### config.mk
export PLATFORM = sky130hd
export DESIGN_NAME = rx_buf_ctrl_flat
export DESIGN_NICKNAME = d
export VERILOG_FILES = /design/src/rtl/vthernet_pkg.sv /design/src/rtl/rx_buf_ctrl_if.sv /design/src/rtl/rx_buf_ctrl.sv /design/src/flat_wrapper.sv
export SDC_FILE = /design/constraint.sdc
export NUM_CORES = 1
export LEC_CHECK = 0
export ABC_AREA = 1
export BUFFER_PORTS_ARGS = -buffer_cell sky130_fd_sc_hd__buf_2
export CAP_MARGIN = 20
export CORE_UTILIZATION = 35
export DETAILED_ROUTE_END_ITERATION = 10
export PLACE_DENSITY = 0.68
export SYNTH_ARGS = -nofsm -noshare
export SYNTH_HDL_FRONTEND = slang
export SYNTH_SLANG_ARGS = --single-unit
### constraint.sdc
create_clock -name RX_CLK -period 1.5 [get_ports RX_CLK]
set_input_delay 0.3 -clock RX_CLK [delete_from_list [all_inputs] [get_ports RX_CLK]]
set_output_delay 0.3 -clock RX_CLK [all_outputs]
set_load 0.1 [all_outputs]
### src/rtl/vthernet_pkg.sv
// Shared Vthernet definitions: RX payload buffer geometry and the write-controller state encoding.
package vthernet_pkg;

    localparam int unsigned ADDR_W     = 10;
    localparam int unsigned SLOT_W     = 9;
    localparam int unsigned LEN_W      = 10;
    localparam int unsigned SLOT_BYTES = 1 << SLOT_W;

    typedef enum logic [1:0] {
        ST_IDLE,
        ST_WRITE,
        ST_COMMIT,
        ST_DISCARD
    } rx_state_e;

    // One SRAM port-0 write beat
    typedef struct packed {
        logic [ADDR_W-1:0] addr;
        logic [7:0]        data;
    } mem_wr_t;

endpackage

### src/rtl/rx_buf_ctrl_if.sv
// RX payload stream from rx_udp plus SRAM port-0 write bus of the RX buffer controller.
interface rx_buf_ctrl_if;
    import vthernet_pkg::*;

    logic              rx_data_v;
    logic [7:0]        rx_data;
    logic              rx_frame_err;
    logic              mem_csb0;
    logic              mem_web0;
    logic [ADDR_W-1:0] mem_addr0;
    logic [7:0]        mem_din0;

    modport master (
        output rx_data_v, rx_data, rx_frame_err,
        input  mem_csb0, mem_web0, mem_addr0, mem_din0
    );

    modport slave (
        input  rx_data_v, rx_data, rx_frame_err,
        output mem_csb0, mem_web0, mem_addr0, mem_din0
    );
endinterface

### src/rtl/rx_buf_ctrl.sv
// Ping-pong write controller steering UDP payloads into two 512-byte SRAM slots.
// Optional drop counter output drop_cnt is built when RX_BUF_DROP_CNT_EN is defined.
module rx_buf_ctrl
    import vthernet_pkg::*;
(
    input  logic             RX_CLK,
    input  logic             rst,
    rx_buf_ctrl_if.slave     rx,
    input  logic [1:0]       slot_release,
    output logic [1:0]       slot_full,
    output logic [LEN_W-1:0] slot_len0,
    output logic [LEN_W-1:0] slot_len1,
    output logic             head_slot,
    output logic             frame_irq
`ifdef RX_BUF_DROP_CNT_EN
    ,
    output logic [15:0]      drop_cnt
`endif
);

    rx_state_e        state_q, state_d;
    logic             wr_slot;
    logic             nxt_slot;
    logic [LEN_W-1:0] offset_q, offset_d;
    logic             err_seen, err_d;
    logic             offset_full;
    logic             wr_en;
    logic [ADDR_W-1:0] wr_addr;
    logic             commit;
    logic             drop;
    logic [1:0]       full_after_rel;
    logic [1:0]       full_d;
    logic             head_d;
    logic             csb_q;
    mem_wr_t          wr_q;

    assign nxt_slot       = ~wr_slot;
    assign offset_full    = (offset_q == LEN_W'(SLOT_BYTES));
    assign full_after_rel = slot_full & ~slot_release;

    assign rx.mem_csb0  = csb_q;
    assign rx.mem_web0  = csb_q;
    assign rx.mem_addr0 = wr_q.addr;
    assign rx.mem_din0  = wr_q.data;

    always_ff @(posedge RX_CLK) begin
        if (rst) state_q <= ST_IDLE;
        else     state_q <= state_d;
    end

    // A frame starting in the COMMIT cycle is handled as an IDLE entry into the freshly selected slot
    always_comb begin
        state_d = state_q;
        unique case (state_q)
            ST_IDLE: begin
                if (rx.rx_data_v) state_d = slot_full[wr_slot] ? ST_DISCARD : ST_WRITE;
            end
            ST_WRITE: begin
                if (rx.rx_data_v) begin
                    if (offset_full) state_d = ST_DISCARD;
                end else begin
                    state_d = err_seen ? ST_IDLE : ST_COMMIT;
                end
            end
            ST_COMMIT: begin
                if (rx.rx_data_v) state_d = full_after_rel[nxt_slot] ? ST_DISCARD : ST_WRITE;
                else              state_d = ST_IDLE;
            end
            ST_DISCARD: begin
                if (!rx.rx_data_v) state_d = ST_IDLE;
            end
            default: state_d = ST_IDLE;
        endcase
    end

    always_comb begin
        wr_en    = 1'b0;
        wr_addr  = '0;
        offset_d = offset_q;
        commit   = 1'b0;
        drop     = 1'b0;
        err_d    = (state_d == ST_IDLE) ? 1'b0 : (err_seen | (rx.rx_data_v & rx.rx_frame_err));
        unique case (state_q)
            ST_IDLE: begin
                if (rx.rx_data_v && !slot_full[wr_slot]) begin
                    wr_en    = 1'b1;
                    wr_addr  = {wr_slot, SLOT_W'(0)};
                    offset_d = LEN_W'(1);
                end
            end
            ST_WRITE: begin
                if (rx.rx_data_v && !offset_full) begin
                    wr_en    = 1'b1;
                    wr_addr  = {wr_slot, offset_q[SLOT_W-1:0]};
                    offset_d = offset_q + LEN_W'(1);
                end
                if (!rx.rx_data_v && err_seen) drop = 1'b1;
            end
            ST_COMMIT: begin
                commit = 1'b1;
                if (rx.rx_data_v && !full_after_rel[nxt_slot]) begin
                    wr_en    = 1'b1;
                    wr_addr  = {nxt_slot, SLOT_W'(0)};
                    offset_d = LEN_W'(1);
                end
            end
            ST_DISCARD: begin
                if (!rx.rx_data_v) drop = 1'b1;
            end
            default: ;
        endcase
    end

    // Release and commit may land in the same cycle; head follows commit order
    always_comb begin
        full_d = full_after_rel;
        head_d = head_slot;
        if (slot_release[head_slot] && slot_full[head_slot]) head_d = ~head_slot;
        if (commit) begin
            full_d[wr_slot] = 1'b1;
            if (full_after_rel == 2'b00) head_d = wr_slot;
        end
    end

    always_ff @(posedge RX_CLK) begin
        if (rst) begin
            wr_slot   <= 1'b0;
            offset_q  <= '0;
            err_seen  <= 1'b0;
            slot_full <= 2'b00;
            slot_len0 <= '0;
            slot_len1 <= '0;
            head_slot <= 1'b0;
            frame_irq <= 1'b0;
            csb_q     <= 1'b1;
            wr_q      <= '0;
        end else begin
            offset_q  <= offset_d;
            err_seen  <= err_d;
            slot_full <= full_d;
            head_slot <= head_d;
            frame_irq <= commit;
            csb_q     <= ~wr_en;
            if (wr_en) begin
                wr_q.addr <= wr_addr;
                wr_q.data <= rx.rx_data;
            end
            if (commit) begin
                wr_slot <= nxt_slot;
                if (wr_slot) slot_len1 <= offset_q;
                else         slot_len0 <= offset_q;
            end
        end
    end

`ifdef RX_BUF_DROP_CNT_EN
    // Saturating count of dropped frames
    always_ff @(posedge RX_CLK) begin
        if (rst)                          drop_cnt <= 16'h0000;
        else if (drop && drop_cnt != 16'hFFFF) drop_cnt <= drop_cnt + 16'd1;
    end
`else
    logic unused_drop;
    assign unused_drop = drop;
`endif

endmodule

### src/flat_wrapper.sv
// flat-port wrapper written by rule: the top's interface ports become plain ports
module rx_buf_ctrl_flat import vthernet_pkg::*;
  (RX_CLK, rst, slot_release, slot_full, slot_len0, slot_len1, head_slot, frame_irq, rx_rx_data_v, rx_rx_data, rx_rx_frame_err, rx_mem_csb0, rx_mem_web0, rx_mem_addr0, rx_mem_din0);
  rx_buf_ctrl_if rx_i ();
  input  logic RX_CLK;
  input  logic rst;
  input  logic [1:0] slot_release;
  output logic [1:0] slot_full;
  output logic [LEN_W-1:0] slot_len0;
  output logic [LEN_W-1:0] slot_len1;
  output logic head_slot;
  output logic frame_irq;
  input wire logic [$bits(rx_i.rx_data_v)-1:0] rx_rx_data_v;
  input wire logic [$bits(rx_i.rx_data)-1:0] rx_rx_data;
  input wire logic [$bits(rx_i.rx_frame_err)-1:0] rx_rx_frame_err;
  output wire logic [$bits(rx_i.mem_csb0)-1:0] rx_mem_csb0;
  output wire logic [$bits(rx_i.mem_web0)-1:0] rx_mem_web0;
  output wire logic [$bits(rx_i.mem_addr0)-1:0] rx_mem_addr0;
  output wire logic [$bits(rx_i.mem_din0)-1:0] rx_mem_din0;
  assign rx_i.rx_data_v = rx_rx_data_v;
  assign rx_i.rx_data = rx_rx_data;
  assign rx_i.rx_frame_err = rx_rx_frame_err;
  assign rx_mem_csb0 = rx_i.mem_csb0;
  assign rx_mem_web0 = rx_i.mem_web0;
  assign rx_mem_addr0 = rx_i.mem_addr0;
  assign rx_mem_din0 = rx_i.mem_din0;
  rx_buf_ctrl u_core (.RX_CLK(RX_CLK), .rst(rst), .rx(rx_i), .slot_release(slot_release), .slot_full(slot_full), .slot_len0(slot_len0), .slot_len1(slot_len1), .head_slot(head_slot), .frame_irq(frame_irq));
endmodule
==> results of run 1 <==
-- sequential cells by signal (all words and copies together), names as in the netlist --
signal,flops
u_core.err_seen,1
u_core.frame_irq,1
u_core.head_slot,1
u_core.offset_q,10
u_core.rx.mem_addr0,10
u_core.rx.mem_csb0,1
u_core.rx.mem_din0,8
u_core.slot_full,2
u_core.slot_len0,10
u_core.slot_len1,10
u_core.state_q,2
u_core.wr_slot,1
-- cells in the mapped netlist, drive strengths merged --
cell type  count
a21oi         35
a31o           1
buf           18
clkbuf         7
dfxtp         57
ha             2
inv           36
nand2         81
nand3         30
nand4         24
nor2          43
nor3b          1
o211ai         1
o21ai         13
o21bai         1
xnor2          1
xor2           3
-- cell type report --
type / count / share of cell area
Clock inverter: 3 / 0.01169
Tap cell: 99 / 0.03616
Timing Repair Buffer: 88 / 0.1687
Clock buffer: 13 / 0.04346
Multi-Input combinational cell: 237 / 0.3634
Inverter: 36 / 0.03944
Sequential cell: 57 / 0.3371
-- cells by family after synthesis --
kind of cell | after synthesis
AO/OA/AOI/OAI | 51
adder cells (fa/ha/maj) | 2
AND/OR/NAND/NOR | 179
buffers and inverters | 61
flip-flops | 57
XOR/XNOR | 4
-- final timing paths --
path / start / end / slack (ns)
max reg2reg: u_core.offset_q[1] / u_core.rx.mem_din0[1] / 0.04
min reg2reg: u_core.rx.mem_addr0[4] / u_core.rx.mem_addr0[4] / 0.46
max: u_core.offset_q[1] / u_core.rx.mem_din0[1] / 0.04
min: rx_rx_frame_err / u_core.err_seen / 0.18
-- metal layers --
layer | GRT usage | wire length (um) | vias up
met5 | 0 | 0 | -
met2 | 0.2692 | 2800 | 75
met1 | 0.2086 | 3008 | 1113
li1 | - | - | 1304
met3 | 0.05561 | 433 | 13
met4 | 0.08358 | 111 | 0
-- through the flow --
stage | std cells | TNS [ns] | area, um^2
3_3_place_gp | 510 | 0 | 3067
5_1_grt | 533 | -1.027 | 3426
3_5_place_dp | 510 | 0 | 3067
6_report | 533 | 0 | 3426
2_1_floorplan | 354 | 0 | 2603
4_1_cts | 526 | 0 | 3258
-- tightest hold or removal path, stage by stage --
cell and delay (ns):
buf_2 0.08, o211ai_1 0.07, inv_1 0.05
-- power groups by stage --
stage                     sequential, uW  combinational [uW]  clock, uW
final                               1580                 656       1390
after global routing                1580                 707       1490
after CTS                           1580                 581       1430
after detailed placement            1610                 580          0
after global placement              1610                 575          0
after floorplan                     1840                 238          0
-- timing repair --
item / 4_1_cts / 5_1_grt
hold buffers: 0 / 0
pin swaps: 0 / 6
cloned: 0 / 3
endpoints found under the setup margin: 1 / 30
resized for setup: 1 / 24
setup buffers: 0 / 4
==> impl_metrics.csv, run 1 <==
group,metric,value,unit
timing,rsz0062_at_grt,"yes",
flow_run,cap_violations,0,
yosys,synth-simple-area-share,0.3225,
critical_path,critPathKind,"flip-flop to flip-flop",
clock_network,root_buffer,"clkbuf_8",
critical_path,cpMaxStageDelayCell,"dfxtp_2",
pwr,power,3627,uW
timing,skew,0.006592,ns
critical_path,path_cells,"inv_2 > ha_4 > nand2_4 > nor2_4 > nand2_4 > nand3_4 > nand3_4 > clkbuf_16 > nor2_1 > nor2_1",
yosys,netlist_area,2591,um^2
global_route,grt_pass1_wl,10.03,mm
final_layout,final_common_cell,"nand2_1",
floorplan,io_pins,58,
routing,vias_per_cell,4.700,
final_layout,drive_above_1_share,0.3272,
placement,io_buffers,57,
yosys,synth-compound-area-share,0.1019,
yosys,synthXorXnorAreaFrac,0.01352,
hold_path,hold_depth,3,
yosys,synth_top_family_by_area,"simple AND/OR/NAND/NOR gates",
final_layout,syn2layout_area_growth,32.21,%
clock_network,cts_buffers,9,
yosys,synth-seq-cells,57,
final_layout,nets,445,
yosys,ys_seq_area_frac,0.4404,
yosys,synthAdderAreaFrac,0.009657,
yosys,avgSynthCellArea,7.320,um^2
floorplan,fp.coreArea,7214,um^2
final_layout,final_cell_mix,"nand2_1 (72), buf_2 (57), dfxtp_1 (50), a21oi_1 (35), nor2_1 (33)",
timing,relSlewSlack,0.6732,
clock_network,cts.sinks,57,
hold_path,hold_class,"input port to flip-flop",
timing,finalMaxSlewViolations,0,
critical_path,path_buf_inv,2,
timing,period_share,0.9758,
clock_network,clk_latency,0.34,ns
yosys,synthMuxAreaShare,0,
pwr,p_sw,1081,uW
timing,min_period,1.464,ns
yosys,ys_warn_count,0,
pwr,power.share.switching,0.2980,
routing,drc,0,
pwr,seqPwrFrac,0.436,
yosys,synth_top_area_share,0.4404,
placement,place_ws,0.01116,ns
pwr,p_int,2546,uW
critical_path,cp.arrival,1.70,ns
final_layout,multiInputGateArea,1245,um^2
routing,vias,2505,
global_route,antenna_found_initial,0,
final_layout,n_antenna_cell,0,
timing,tightest_slew,0.4936,ns
floorplan,die_x,88.05,um
routing,drt-total-wl,6.354,mm
floorplan,std_cell_rows,31,
global_route,grt_pass1_vias,2239,
timing,whs,0.1835,ns
placement,dp_hpwl,4.337,mm
yosys,yosys-top-cells-area,"dfxtp_1 (44%), nand2_1 (11%), a21oi_1 (6.8%)",
pwr,clockPowerShare,0.383,
critical_path,crit_required,1.74,ns
clock_network,h-tree-depth,3,
timing,max_freq,0.6832,GHz
yosys,syn-instance-count,354,
pwr,p_leak,0.001580,uW
routing,post_drt_wl_per_cell,11.92,um
yosys,syn_nets,370,
timing,finalWorstSetupSlack,0.03627,ns
yosys,ys_types,27,
final_layout,final_util,0.4749,
floorplan,start_util,0.3592,
floorplan,dieArea,7752,um^2
routing,ant_nets,0,
critical_path,cp.depth,10,
critical_path,path_delay_family,"simple AND/OR/NAND/NOR gates",
global_route,gr-total-overflow,0,
timing,setup_viol,0,
final_layout,fillers,726,
routing,firstDrtPassIters,4,
critical_path,crit_path_max_incr_delay,0.32,ns
clock_network,cts_tree,"yes",
critical_path,cp-start-kind,"flip-flop",
timing,hold_viol_final,0,
routing,initialDrtViolationCount,159,
pwr,ir_worst_vdd,0.0005260,V
critical_path,worstSetupEndpointType,"flip-flop",
critical_path,path_max_fanout,12,
pwr,combPwrFrac,0.181,
placement,place.gp.congestion,0.8473,
critical_path,r2r_cells,10,
global_route,grt_max_degree,41,
final_layout,regArea,1155,um^2
clock_network,clkTransAtPathRegs,0.06,ns
pwr,power_density,1059,nW/um^2
floorplan,dieHeight,88.05,um
global_route,gr-usage-all-layers,0.1703,
clock_network,clockBufferDepth,2,
run_status,status,"finished, final reports clean",
yosys,synth_area_leader_cell,"dfxtp_1",
No activity file was read; power rests on OpenSTA's default activity.
==> inputs of run 2 (changes only) <==
--- a/config.mk
+++ b/config.mk
@@ -8,9 +8,10 @@
 export ABC_AREA = 1
 export BUFFER_PORTS_ARGS = -buffer_cell sky130_fd_sc_hd__buf_2
 export CAP_MARGIN = 20
-export CORE_UTILIZATION = 35
+export CORE_UTILIZATION = 48
 export DETAILED_ROUTE_END_ITERATION = 10
-export PLACE_DENSITY = 0.68
+export PLACE_DENSITY = 0.85
+export SETUP_SLACK_MARGIN = 0.5
 export SYNTH_ARGS = -nofsm -noshare
 export SYNTH_HDL_FRONTEND = slang
 export SYNTH_SLANG_ARGS = --single-unit
==> run 2 against run 1 <==
Compared with the run above: the flow now stops in 5_1_grt; synthesized area is the same; synthesized cell count is the same.
==> impl_metrics.csv, run 2 <==
group,metric,value,unit
yosys,ys_warn_count,0,
yosys,avgSynthCellArea,7.320,um^2
clock_network,root_buffer,"clkbuf_8",
clock_network,hold_buffers,0,
placement,io_buffers,57,
yosys,syn-instance-count,354,
placement,place_ws,0.04119,ns
yosys,synth_commonest_cells,"nand2_1 (77), dfxtp_1 (57), nor2_1 (38)",
yosys,yosys-top-cells-area,"dfxtp_1 (44%), nand2_1 (11%), a21oi_1 (6.8%)",
clock_network,cts.sinks,57,
floorplan,io_pins,58,
yosys,netlist_area,2591,um^2
yosys,ys_types,27,
yosys,synthFlopType,"dfxtp_1",
floorplan,std_cell_rows,26,
yosys,yosys.cell_count.top_type,"nand2_1",
global_route,gr-usage-all-layers,0.7811,
floorplan,start_util,0.5041,
clock_network,h-tree-depth,3,
yosys,synth-edff-count,0,
global_route,gr-total-overflow,162,
yosys,synthArstFlopShare,0,
floorplan,dieHeight,75.48,um
yosys,synth_area_leader_cell,"dfxtp_1",
floorplan,die_x,75.48,um
global_route,grt_max_degree,41,
run_status,lastStage,"5_1_grt",
timing,endpoint_type,"sequential cell input",
yosys,syn_nets,370,
placement,place.gp.congestion,0.9297,
timing,grt-worst-endpoint,"u_core.rx.mem_din0[1]$_SDFFE_PP0P_/D",
yosys,synth_top_area_share,0.4404,
yosys,ys_seq_area_frac,0.4404,
yosys,synth-seq-cells,57,
clock_network,clockBufferDepth,2,
run_status,status,"stopped before the end",
run_status,firstError,"[ERROR GRT-0232] Routing congestion too high. Check the congestion heatmap in the GUI.",
placement,dp_hpwl,4.562,mm
clock_network,cts_buffers,9,
==> run 2: cell counts after synthesis <==
No cell type changed its count.
==> run 2: kinds of logic after synthesis <==
logic type      share of synthesized area
simple gates                       0.3225
buf+inv                            0.1120
flops                              0.4404
compound gates                     0.1019
fa+ha+maj                        0.009656
xor+xnor                          0.01352
==> run 2: repair_timing <==
item | CTS
cloned | 5
setup buffers | 25
gates resized for setup | 235
setup endpoints to repair | 98
pin swaps | 17
==> run 2: stage by stage <==
stage	hold slack, ns	util	area [um^2]	cells
4_1_cts	0.2015	0.8868	4558	529
3_5_place_dp	0.4443	0.6093	3132	483
3_3_place_gp	0.4357	0.6093	3132	483
2_1_floorplan	0.4252	-	2728	354
==> run 2: metal layers <==
layer	track usage	overflow
met5	0.02778	0
met4	1.004	64
met3	0.4854	0
met2	1.029	96
met1	0.7375	2
==> inputs of run 3 (changes only) <==
--- a/config.mk
+++ b/config.mk
@@ -8,10 +8,9 @@
 export ABC_AREA = 1
 export BUFFER_PORTS_ARGS = -buffer_cell sky130_fd_sc_hd__buf_2
 export CAP_MARGIN = 20
-export CORE_UTILIZATION = 48
+export CORE_UTILIZATION = 40
 export DETAILED_ROUTE_END_ITERATION = 10
-export PLACE_DENSITY = 0.85
-export SETUP_SLACK_MARGIN = 0.5
+export PLACE_DENSITY_LB_ADDON = 0.15
 export SYNTH_ARGS = -nofsm -noshare
 export SYNTH_HDL_FRONTEND = slang
 export SYNTH_SLANG_ARGS = --single-unit
==> constraint.sdc (replaced) <==
create_clock -name RX_CLK -period 2 [get_ports RX_CLK]
set_input_delay 0.4 -clock RX_CLK [delete_from_list [all_inputs] [get_ports RX_CLK]]
set_output_delay 0.4 -clock RX_CLK [all_outputs]
set_load 0.1 [all_outputs]
==> run 3 against run 2 <==
Compared with the run above: the run now ends clean.
==> impl_metrics.csv, run 3 (synthesis results as in run 1) <==
group,metric,value,unit
run_status,status,"finished, final reports clean",
placement,place_inst,477,
clock_network,h-tree-depth,3,
clock_network,cts_buffers,9,
floorplan,fp.coreArea,6096,um^2
final_layout,multiInputGateArea,1160,um^2
critical_path,cp.arrival,2.01,ns
timing,relSlewSlack,0.6727,
timing,max_freq,0.5715,GHz
global_route,antenna_found_initial,0,
placement,place.gp.congestion,0.8446,
global_route,grt_pass1_wl,10.19,mm
timing,setup_viol,0,
timing,rsz0062_at_grt,"no",
global_route,gr-total-overflow,0,
global_route,grt_max_degree,30,
global_route,met1_usage,0.2587,
clock_network,cts_setup_buffers,0,
final_layout,nets,429,
hold_path,hold_start,"rx_rx_frame_err",
global_route,grtUsageMet3,0.04286,
timing,finalMaxSlewViolations,0,
clock_network,clk_latency,0.34,ns
hold_path,hold_depth,3,
pwr,ir_worst_vdd,0.0004235,V
routing,drt-total-wl,6.336,mm
timing,hold_viol_final,0,
final_layout,final_cell_mix,"nand2_1 (77), buf_2 (57), dfxtp_1 (57), nor2_1 (38), a21oi_1 (35)",
pwr,power_density,819.2,nW/um^2
critical_path,r2r_start,"u_core.offset_q[1]",
final_layout,n_antenna_cell,0,
critical_path,worstSetupEndpointType,"flip-flop",
timing,tightest_slew,0.4944,ns
critical_path,r2r-end,"u_core.rx.mem_din0[1]",
clock_network,cts.sinks,57,
critical_path,path_max_fanout,20,
floorplan,io_pins,58,
placement,io_buffers,57,
critical_path,cp-start-kind,"flip-flop",
floorplan,dieHeight,82.49,um
global_route,grt-busiest-layer,"met2",
final_layout,drive_above_1_share,0.2536,
global_route,grt_use_met2,0.3182,
clock_network,cts-resized-gates,0,
timing,period_share,0.8749,
critical_path,r2r_slack,0.25,ns
routing,vias,2460,
flow_run,cap_violations,0,
timing,min_period,1.750,ns
clock_network,clkTransAtPathRegs,0.06,ns
hold_path,hold_class,"input port to flip-flop",
floorplan,start_util,0.4251,
timing,tns,0,ns
clock_network,hold_buffers,0,
routing,ant_nets,0,
critical_path,critPathKind,"flip-flop to flip-flop",
critical_path,crit_required,2.27,ns
final_layout,fillers,640,
floorplan,std_cell_rows,28,
final_layout,final_common_cell,"nand2_1",
hold_path,hold_path_end,"u_core.err_seen",
critical_path,r2r_cells,11,
global_route,grt_pass1_vias,2181,
routing,drc,0,
routing,initialDrtViolationCount,121,
timing,skew,0.008687,ns
final_layout,fin_cells,493,
final_layout,regArea,1141,um^2
global_route,gr-usage-all-layers,0.2020,
clock_network,root_buffer,"clkbuf_8",
pwr,p_leak,0.001466,uW
routing,post_drt_wl_per_cell,12.85,um
routing,firstDrtPassIters,4,
floorplan,dieArea,6804,um^2
floorplan,die_x,82.49,um
clock_network,clockBufferDepth,2,
final_layout,syn2layout_area_growth,20.96,%
routing,vias_per_cell,4.990,
placement,dp_hpwl,4.416,mm
clock_network,cts_tree,"yes",
==> run 3: layout make-up <==
cell class | count | share of cell area
clock buffers | 13 | 0.05070
flip-flops and latches | 57 | 0.3641
inverters | 36 | 0.04311
clock inverters | 3 | 0.004790
repair buffers | 73 | 0.1373
multi-input cells | 236 | 0.3701
well taps | 75 | 0.02994
==> run 3: through the flow <==
step / total power (uW) / cell area [um^2] / hold slack [ns] / utilization / worst slack, ns
3_3_place_gp: 1635 / 2960 / 0.4501 / 0.4856 / 0.3095
5_1_grt: 2678 / 3134 / 0.3050 / 0.5142 / 0.09455
2_1_floorplan: 1559 / 2591 / 0.4626 / - / 0.03576
3_5_place_dp: 1639 / 2960 / 0.4522 / 0.4856 / 0.2638
4_1_cts: 2588 / 3134 / 0.2925 / 0.5142 / 0.2415
6_report: 2567 / 3134 / 0.2952 / 0.5142 / 0.2503
==> run 3: layer usage <==
layer,routed length (um),vias to the layer above
met3,290,15
met2,2935,58
li1,-,1271
met4,149,0
met1,2962,1116
met5,0,-
==> run 3: worst max path at each step <==
stage | end | slack [ns] | from | depth (start not counted)
after floorplan | u_core.offset_q[0] | 0.04 | u_core.slot_full[1] | 8
after global placement | u_core.rx.mem_din0[7] | 0.31 | u_core.offset_q[1] | 10
after detailed placement | u_core.rx.mem_din0[1] | 0.26 | u_core.offset_q[1] | 11
after CTS | u_core.rx.mem_din0[1] | 0.24 | u_core.offset_q[1] | 11
after global routing | u_core.rx.mem_din0[2] | 0.09 | u_core.offset_q[1] | 11
final | u_core.rx.mem_din0[1] | 0.25 | u_core.offset_q[1] | 11
==> run 3: critical path: stages, from the launching register on <==
cell     delay [ns]
dfxtp_1        0.32
inv_1          0.12
ha_1           0.17
nand2_1        0.06
nor2_2         0.09
nand2_2        0.10
nand3_4        0.16
nand3_4        0.24
buf_12         0.24
nand2_1        0.05
nand2_1        0.04
nor2_1         0.09
==> run 3: power by group <==
| group | switching (uW) | internal (uW) |
|---|---|---|
| Clock | 443 | 511 |
| Combinational | 334 | 93.1 |
| Sequential | 18.5 | 1170 |
| Total | 796 | 1770 |
==> inputs of run 4 (changes only) <==
--- a/config.mk
+++ b/config.mk
@@ -8,7 +8,9 @@
 export ABC_AREA = 1
 export BUFFER_PORTS_ARGS = -buffer_cell sky130_fd_sc_hd__buf_2
 export CAP_MARGIN = 20
-export CORE_UTILIZATION = 40
+export CELL_PAD_IN_SITES_DETAIL_PLACEMENT = 0
+export CELL_PAD_IN_SITES_GLOBAL_PLACEMENT = 2
+export CORE_UTILIZATION = 30
 export DETAILED_ROUTE_END_ITERATION = 10
 export PLACE_DENSITY_LB_ADDON = 0.15
 export SYNTH_ARGS = -nofsm -noshare
==> run 4 against run 3 <==
Compared with the run above: flip-flop and latch count did not move; power rose by 4.7%; sequential power hardly changed; design area up 2.7%; sequential share of layout area fell by 0.95 points; worst setup slack better by 0.14 ns; largest cell class unchanged.
==> impl_metrics.csv, run 4 (synthesis results as in run 1) <==
group,metric,value,unit
clock_network,cts.sinks,57,
placement,place_inst,512,
clock_network,h-tree-depth,3,
final_layout,final_cell_mix,"nand2_1 (77), buf_2 (57), dfxtp_1 (57), nor2_1 (38), a21oi_1 (35)",
pwr,seqPwrFrac,0.441,
timing,tns,0,ns
global_route,gr-usage-all-layers,0.1678,
clock_network,cts-resized-gates,0,
timing,finalWorstSetupSlack,0.3900,ns
routing,ant_nets,0,
routing,vias_per_cell,4.557,
clock_network,cts_setup_buffers,0,
timing,min_period,1.610,ns
pwr,ir_worst_vdd,0.0003019,V
routing,drt-total-wl,6.820,mm
timing,relSlewSlack,0.6722,
clock_network,hold_buffers,0,
hold_path,hold_class,"input port to flip-flop",
timing,max_freq,0.6211,GHz
global_route,grt_pass1_wl,11.21,mm
final_layout,nets,434,
routing,firstDrtPassIters,4,
pwr,power.share.switching,0.3080,
flow_run,cap_violations,0,
pwr,clockPowerShare,0.400,
final_layout,final_common_cell,"nand2_1",
clock_network,clk_latency,0.34,ns
hold_path,hold_path_end,"u_core.err_seen",
global_route,gr-total-overflow,0,
routing,vias,2406,
timing,period_share,0.8050,
placement,place_ws,0.2532,ns
timing,hold_viol_final,0,
pwr,p_leak,0.001495,uW
floorplan,io_pins,58,
timing,rsz0062_at_grt,"no",
hold_path,hold_start,"rx_rx_frame_err",
critical_path,cp-start-kind,"flip-flop",
final_layout,syn2layout_area_growth,24.19,%
routing,post_drt_wl_per_cell,12.92,um
clock_network,root_buffer,"clkbuf_8",
final_layout,n_antenna_cell,0,
clock_network,cts_buffers,9,
final_layout,fillers,907,
floorplan,fp.coreArea,8299,um^2
placement,io_buffers,57,
critical_path,r2r_start,"u_core.offset_q[0]",
global_route,grt_pass1_vias,2163,
critical_path,worstSetupEndpointType,"flip-flop",
hold_path,hold_depth,3,
pwr,p_sw,827.8,uW
floorplan,dieArea,9013,um^2
run_status,status,"finished, final reports clean",
pwr,p_int,1860,uW
routing,initialDrtViolationCount,95,
clock_network,cts_tree,"yes",
placement,dp_hpwl,4.873,mm
placement,place.gp.congestion,0.8117,
timing,finalMaxSlewViolations,0,
timing,skew,0.007486,ns
clock_network,clkTransAtPathRegs,0.07,ns
pwr,power_density,835.3,nW/um^2
clock_network,clockBufferDepth,2,
pwr,power,2688,uW
critical_path,crit_required,2.24,ns
critical_path,r2r-end,"u_core.rx.mem_din0[1]",
floorplan,start_util,0.3122,
final_layout,fin_cells,528,
floorplan,dieHeight,94.94,um
global_route,grt_max_degree,41,
global_route,antenna_found_initial,0,
critical_path,r2r_slack,0.39,ns
pwr,combPwrFrac,0.159,
floorplan,std_cell_rows,33,
routing,drc,0,
critical_path,path_max_fanout,25,
critical_path,critPathKind,"flip-flop to flip-flop",
timing,setup_viol,0,
timing,tightest_slew,0.4951,ns
critical_path,cp.arrival,1.85,ns
final_layout,drive_above_1_share,0.2671,
critical_path,r2r_cells,11,
floorplan,die_x,94.94,um
## run 4: worst max-delay path by stage
| stage | from | cells past startpoint | end | slack [ns] |
|---|---|---|---|---|
| floorplan | u_core.slot_full[1] | 8 | u_core.offset_q[0] | 0.04 |
| global placement | rx_rx_data_v | 9 | u_core.rx.mem_din0[1] | 0.29 |
| detailed placement | rx_rx_data_v | 9 | u_core.rx.mem_din0[0] | 0.25 |
| CTS | u_core.offset_q[0] | 11 | u_core.rx.mem_din0[1] | 0.39 |
| global route | u_core.offset_q[0] | 10 | u_core.offset_q[8] | 0.18 |
| finish | u_core.offset_q[0] | 11 | u_core.rx.mem_din0[1] | 0.39 |
## run 4: worst max-delay path: stages (launching register included)
cell	delay [ns]
dfxtp_1	0.33
inv_1	0.05
ha_1	0.19
nand2_1	0.08
nor2_2	0.04
nand2_2	0.10
nand3_4	0.17
nand3_4	0.19
buf_12	0.19
nand2_1	0.06
nand2_1	0.05
nor2_1	0.04
## run 4: area by class of cell
class	count	area, um^2	share of cell area
Clock buffer	10	137.6	0.04277
Clock inverter	6	57.56	0.01788
Inverter	36	135.1	0.04199
Multi-Input combinational cell	236	1160	0.3604
Sequential cell	57	1141	0.3546
Tap cell	105	131.4	0.04082
Timing Repair Buffer	78	455.4	0.1415
## run 4: routing by layer
| metal | routed length (um) | vias to the layer above | GRT usage |
|---|---|---|---|
| met3 | 305 | 12 | 0.04348 |
| li1 | - | 1275 | - |
| met2 | 2793 | 52 | 0.2392 |
| met4 | 118 | 0 | 0.07197 |
| met5 | 0 | - | 0 |
| met1 | 3604 | 1067 | 0.2361 |
## run 4: power by group through the flow
stage	sequential [uW]	combinational [uW]	clock, uW
floorplan	1380	177	0
detailed placement	1210	431	0
global placement	1210	432	0
CTS	1190	432	1110
global route	1190	463	1170
finish	1180	428	1080
## run 4: stage by stage
stage / area, um^2 / utilization / hold WS [ns]
global route: 3218 / 0.3878 / 0.2918
global placement: 3023 / 0.3642 / 0.4457
finish: 3218 / 0.3878 / 0.2798
CTS: 3218 / 0.3878 / 0.2667
floorplan: 2591 / - / 0.4626
detailed placement: 3023 / 0.3642 / 0.4513
